File: src/rtl/i2s_transmit.sv
// i2s_transmit: slave I2S transmitter on CLOCK_50; oversamples bclk/ws, buffers one in_left/in_right pair via in_valid/in_ready, drives sd MSB-first with frame_start/underrun pulses
module i2s_transmit #(
  parameter int DATA_WIDTH = 16
) (
  input  logic                  CLOCK_50,
  input  logic                  reset,
  input  logic                  bclk,
  input  logic                  ws,
  input  logic                  in_valid,
  output logic                  in_ready,
  input  logic [DATA_WIDTH-1:0] in_left,
  input  logic [DATA_WIDTH-1:0] in_right,
  output logic                  sd,
  output logic                  underrun,
  output logic                  frame_start
);
  localparam int CW = DATA_WIDTH > 1 ? $clog2(DATA_WIDTH) : 1;
  typedef enum logic [1:0] {IDLE, LOAD, SHIFT, PAD} state_t;
  state_t state, state_next;
  logic bclk_s1, bclk_s2, bclk_h, ws_s1, ws_s2, ws_cap, armed, pending, full;
  logic bclk_rise, bclk_fall, load;
  logic [DATA_WIDTH-1:0] buf_left, buf_right, frame_right, shreg, shreg_nx, word;
  logic [CW-1:0] bit_cnt;
  always_comb begin
    bclk_rise = bclk_s2 & ~bclk_h;
    bclk_fall = ~bclk_s2 & bclk_h;
    load = bclk_fall & pending & ((state != IDLE) | ~ws_cap);
    frame_start = load & ~ws_cap;
    underrun = frame_start & ~full;
    in_ready = ~full;
    word = ws_cap ? frame_right : full ? buf_left : '0;
    shreg_nx = shreg << 1;
    state_next = load ? LOAD : state == LOAD ? SHIFT :
                 (state == SHIFT && bclk_fall && bit_cnt == '0) ? PAD : state;
  end
  always_ff @(posedge CLOCK_50 or posedge reset)
    if (reset) state <= IDLE;
    else state <= state_next;
  always_ff @(posedge CLOCK_50 or posedge reset)
    if (reset) begin
      {bclk_s1, bclk_s2, bclk_h, ws_s1, ws_s2} <= '0;
      {ws_cap, armed, pending, full, sd} <= '0;
      buf_left <= '0;
      buf_right <= '0;
      frame_right <= '0;
      shreg <= '0;
      bit_cnt <= '0;
    end else begin
      {bclk_s1, bclk_s2, bclk_h} <= {bclk, bclk_s1, bclk_s2};
      {ws_s1, ws_s2} <= {ws, ws_s1};
      if (bclk_rise) begin
        ws_cap <= ws_s2;
        armed <= 1'b1;
      end
      if (bclk_rise && armed && ws_s2 != ws_cap) pending <= 1'b1;
      else if (bclk_fall) pending <= 1'b0;
      if (in_valid && !full) begin
        full <= 1'b1;
        buf_left <= in_left;
        buf_right <= in_right;
      end else if (frame_start) full <= 1'b0;
      if (frame_start) frame_right <= full ? buf_right : '0;
      if (load) begin
        shreg <= word;
        sd <= word[DATA_WIDTH-1];
        bit_cnt <= CW'(DATA_WIDTH - 1);
      end else if (state == SHIFT && bclk_fall) begin
        shreg <= shreg_nx;
        sd <= (bit_cnt != '0) & shreg_nx[DATA_WIDTH-1];
        bit_cnt <= bit_cnt - 1'b1;
      end
    end
endmodule

File: config.mk
export PLATFORM = sky130hd
export DESIGN_NAME = i2s_transmit
export DESIGN_NICKNAME = d
export VERILOG_FILES = /design/src/rtl/i2s_transmit.sv
export SDC_FILE = /design/constraint.sdc
export NUM_CORES = 1
export LEC_CHECK = 0
export CAP_MARGIN = 20
export CORE_MARGIN = 10
export CORE_UTILIZATION = 55
export CTS_BUF_LIST = sky130_fd_sc_hd__clkbuf_8 sky130_fd_sc_hd__clkbuf_16
export DETAILED_ROUTE_END_ITERATION = 12
export PLACE_DENSITY = 0.8
export SYNTH_ARGS = -nofsm -noshare
export SYNTH_HDL_FRONTEND = slang
export SYNTH_SLANG_ARGS = --single-unit
File: constraint.sdc
create_clock -name CLOCK_50 -period 3.95 [get_ports CLOCK_50]
set_input_delay 1.185 -clock CLOCK_50 [delete_from_list [all_inputs] [get_ports CLOCK_50]]
set_output_delay 1.185 -clock CLOCK_50 [all_outputs]
set_load 0.01 [all_outputs]
-- After elaboration in Yosys (flattened, before gate mapping)
Index checks and enable logic that the tools add are counted.
- register bits: 79
- input bits: 37
- output and inout bits: 4
- logic and storage cells: 61
- $add $sub $neg: 1
- eq/ne operators: 3
- muxes and demuxes: 16
- bitwise logic cells: 12
- reduce and logical (&&, ||, !) cells: 13
- operators with widths (kind ; number):
    $mux 16 ; 3
    $mux 15 ; 2
    $mux 4 ; 2
    $reduce_bool 2->1 ; 4
    $and 1x1->1 ; 7
    $mux 1 ; 6
    $mux 2 ; 3
    $logic_and 1x1->1 ; 5
    $logic_not 4->1 ; 1
    $not 1->1 ; 4
    $reduce_bool 4->1 ; 1
    $sub 4x1->4 const B ; 1
    $reduce_bool 3->1 ; 1
    $eq 2x1->1 const B ; 1
    $eq 2x2->1 const B ; 1
    $logic_not 1->1 ; 1
    $ne 1x1->1 ; 1
    $or 1x1->1 ; 1

-- Longest topological paths before layout
- depth in word-level cells: 7
- depth in mapped cells: 5
- mapped depth without buffers: 5

-- Worst setup path before layout
OpenSTA, ideal clock, no wires.
- kind: register to output
- start point: register ws_cap
- end point: output port underrun
- data arrival time: 1.068 ns
- required time: 2.765 ns
- slack: 1.697 ns
- cell stages (with the launch flop): 5
- buffers on the path: 2
- cell sequence: dfrtp_1 -> nand4bb_1 -> clkbuf_1 -> buf_2 -> nor2_1
- longest elaborated chain between the ends: 5
- ends and longest elaborated chain (item ; RTL line ; RTL):
    start: declaration ; 20 ; logic bclk_s1, bclk_s2, bclk_h, ws_s1, ws_s2, ws_cap, armed, pending, full;
    start signal: assignment ; 52 ; ws_cap <= ws_s2;
    $not 1->1 * ; 27, 28 ;
    $or 1x1->1 ; 27 ; load = bclk_fall & pending & ((state != IDLE) | ~ws_cap);
    $and 1x1->1 ; 27 ;
    $and 1x1->1 * ; 28 ; frame_start = load & ~ws_cap;
    $and 1x1->1 * ; 29 ; underrun = frame_start & ~full;
    end: declaration ; 14 ; output logic underrun,
Every way passes the cells marked *; elsewhere a longest branch is shown, timed or not.

-- Final worst setup path
- start point: register bclk_s2
- end point: output port underrun
- longest elaborated chain between the ends: 6
- ends and longest elaborated chain (item ; RTL line ; RTL):
    start: declaration ; 20 ;
    start signal: assignment ; 49 ; {bclk_s1, bclk_s2, bclk_h} <= {bclk, bclk_s1, bclk_s2};
    $not 1->1 ; 26 ; bclk_fall = ~bclk_s2 & bclk_h;
    $and 1x1->1 ; 26 ;
    $and 1x1->1 (2 in series) ; 27 ;
    $and 1x1->1 ; 28 ;
    $and 1x1->1 ; 29 ;
No other way between the ends.

==> impl_metrics.env <==
export IMPL_synth_top_family_by_area="multiplexers"
export IMPL_slew_headroom=0.3087
export IMPL_drt_iter0_markers=72
export IMPL_cts_setup_buffers=0
export IMPL_mostFrequentLayoutCells="dfrtp_1, clkdlybuf4s50_1, nand2_1"
export IMPL_hold_buffers=0
export IMPL_finalNetCount=359
export IMPL_start_kind="register"
export IMPL_synth_compound_area_frac=0.06798
export IMPL_dpl_hpwl_mm=4.459
export IMPL_grt_pass1_vias=2268
export IMPL_start_util=0.5746
export IMPL_p_per_area_nw_per_um2=673.9
export IMPL_die_width_um=99.11
export IMPL_clk_path_buf_depth=2
export IMPL_synth_flop_cell="dfrtp_1"
export IMPL_cts_sink_count=79
export IMPL_min_path_type="reg -> reg"
export IMPL_gp_congestion=0.7625
export IMPL_cp_data_arrival_time_ns=1.93
export IMPL_clock_latency_ns=0.35
export IMPL_antenna_found_initial=0
export IMPL_p_leak_nw=1.981
export IMPL_synth_cell_types=35
export IMPL_gr_usage_all_layers=0.1334
export IMPL_nFillCells=441
export IMPL_dr_pass1_iters=4
export IMPL_final_common_cell="dfrtp_1"
export IMPL_path_clk_slew_ns=0.08
export IMPL_synthCells=282
export IMPL_fin_cells=401
export IMPL_period_share=0.7880
export IMPL_syn_avg_cell_area_um2=12.21
export IMPL_synthAdderAreaFrac=0.003635
export IMPL_multi_input_area_um2=1333
export IMPL_fin_worst_skew_ns=0.009440
export IMPL_drv_slew=0
export IMPL_avgViaCountPerCell=5.349
export IMPL_synth_edff_count=0
export IMPL_htree_levels=3
export IMPL_root_buffer="clkbuf_8"
export IMPL_cts_resized=0
export IMPL_placed_cells=385
export IMPL_hold_violations=0
export IMPL_fp_dieH_um=99.11
export IMPL_async_flop_share=1.000
export IMPL_status="finished clean"
export IMPL_wl_per_cell_um=15.85
export IMPL_drt_wl_total_mm=6.356
export IMPL_ant_nets=0
export IMPL_regArea_um2=1977
export IMPL_drv_cap=0
export IMPL_tightest_slew_ns=1.037
export IMPL_portBuffers=40
export IMPL_synth_seq_area_share=0.5743
export IMPL_cts_buffers=9
export IMPL_drive_above_1_share=0.1933
export IMPL_rsz0062_at_grt="no"
export IMPL_yosys_warnings=0
export IMPL_slowest_stage="clkdlybuf4s50_1"
export IMPL_postLayoutCoreUtil=0.6779
export IMPL_design_area_um2=4061
export IMPL_crit_chain="nand4bb_1 > buf_4 > nor2_1 > clkdlybuf4s50_1"
export IMPL_endpoint_kind="output pin"
export IMPL_synth_xor_area_frac=0.002545
export IMPL_vdd_ir_drop_max_mv=0.4243
export IMPL_max_freq_ghz=0.3213
export IMPL_yosys_area_share_simple=0.1229
export IMPL_grt_max_degree=36
export IMPL_core_um2=5991
export IMPL_ios=41
export IMPL_cts_tree="done"
export IMPL_period_needed_ns=3.113
export IMPL_area_growth_syn_to_layout_pct=17.99
export IMPL_ys_seq_elements=79
export IMPL_vias=2145
export IMPL_placed_cell_area_um2=3882
export IMPL_critical_path_class="reg -> out"
export IMPL_drc_errors=0
export IMPL_syn_area_um2=3442
export IMPL_syn_nets=320
export IMPL_globalRouteOverflowTotal=0
export IMPL_synth_mux_area_fraction=0.1894
export IMPL_grt_pass1_wl_mm=10.80
export IMPL_crit_path_max_incr_delay_ns=0.56
export IMPL_tns_ns=0
export IMPL_dieArea_um2=9823
export IMPL_setup_viol=0
export IMPL_diodes=0
export IMPL_cp_required_ns=2.76
export IMPL_cp_max_fo=35
export IMPL_rows=28
==> critical path, delay by kind of cell (launching register included) <==
| family | cells | cell delay, ns |
|---|---|---|
| buf+inv | 2 | 0.81 |
| flops | 1 | 0.44 |
| simple gates | 2 | 0.33 |
==> flip-flops by register name, indices dropped and copies added, names as in the netlist <==
register	flops
ws_s1	1
sd	1
bclk_s1	1
state	2
ws_s2	1
bclk_s2	1
ws_cap	1
buf_right	16
pending	1
shreg	15
bclk_h	1
buf_left	16
frame_right	16
full	1
armed	1
bit_cnt	4
==> stage by stage <==
stage | total power (W) | setup slack, ns | hold WS, ns
floorplan | 0.001978 | 0.7416 | 0.3312
global placement | 0.002178 | 1.264 | 0.3329
detailed placement | 0.002225 | 1.238 | 0.3355
CTS | 0.002767 | 0.8161 | 0.3557
global route | 0.002943 | 0.6861 | 0.3677
finish | 0.002737 | 0.8373 | 0.3555
==> layout make-up <==
| class | count | share of cell area |
|---|---|---|
| well taps | 75 | 0.02311 |
| repair buffers | 48 | 0.1134 |
| clock buffers | 9 | 0.03050 |
| clock inverters | 7 | 0.01356 |
| multi-input cells | 178 | 0.3281 |
| flip-flops and latches | 79 | 0.4868 |
| inverters | 5 | 0.004621 |
==> logic make-up (layout without fill, tap and decap cells) <==
| logic type | count (synthesis) | count (layout) |
|---|---|---|
| mux | 61 | 61 |
| simple gates | 72 | 72 |
| flops | 79 | 79 |
| fa+ha+maj | 1 | 1 |
| xor+xnor | 1 | 1 |
| buf+inv | 25 | 69 |
| compound gates | 43 | 43 |
==> synth_stat cells (2+ instances only) <==
cell type,count,area [um2]
dfrtp_1,79,1977
o211ai_1,2,15.01
clkbuf_1,5,18.77
buf_2,9,45.04
nand3b_1,3,22.52
and4bb_2,2,25.02
o21ai_1,5,25.02
inv_1,5,18.77
nor2b_1,2,12.51
mux2i_1,28,280.3
buf_6,3,33.78
o21ai_0,14,70.07
buf_4,2,15.01
nand4bb_1,2,22.52
and3b_1,15,131.4
nand2_1,38,142.6
mux2_2,33,371.6
and3_1,2,12.51
a21oi_1,17,85.08
==> power breakdown <==
part	leakage (nW)	switching [W]	total [W]	internal [W]
Combinational	0.935	0.000334	0.000787	0.000453
Clock	0.0866	0.000305	0.000540	0.000234
Sequential	0.959	0.000244	0.00141	0.00117
Total	1.98	0.000883	0.00274	0.00185
==> metal layers <==
metal  GRT usage  wire (um)
met5           0          0
met1      0.1765       3042
met4     0.06064        115
met2      0.2014       2995
met3     0.03322        203
==> path summary, 6_finish.rpt <==
| kind | startpoint | to | slack (ns) | cells past startpoint |
|---|---|---|---|---|
| min in group asynchronous | reset | bclk_s1$_DFF_PP0_ | 1.20 | 2 |
| worst max register to register | ws_cap$_DFFE_PP0P_ | shreg[4]$_DFFE_PP0P_ | 1.82 | 4 |
| max in group asynchronous | reset | shreg[7]$_DFFE_PP0P_ | 1.96 | 3 |
| worst min-delay path | ws_s1$_DFF_PP0_ | ws_s2$_DFF_PP0_ | 0.36 | 0 |
| worst max-delay path | bclk_s2$_DFF_PP0_ | underrun | 0.84 | 4 |
| worst min register to register | ws_s1$_DFF_PP0_ | ws_s2$_DFF_PP0_ | 0.36 | 0 |
Power figures use the tool's default switching activity.
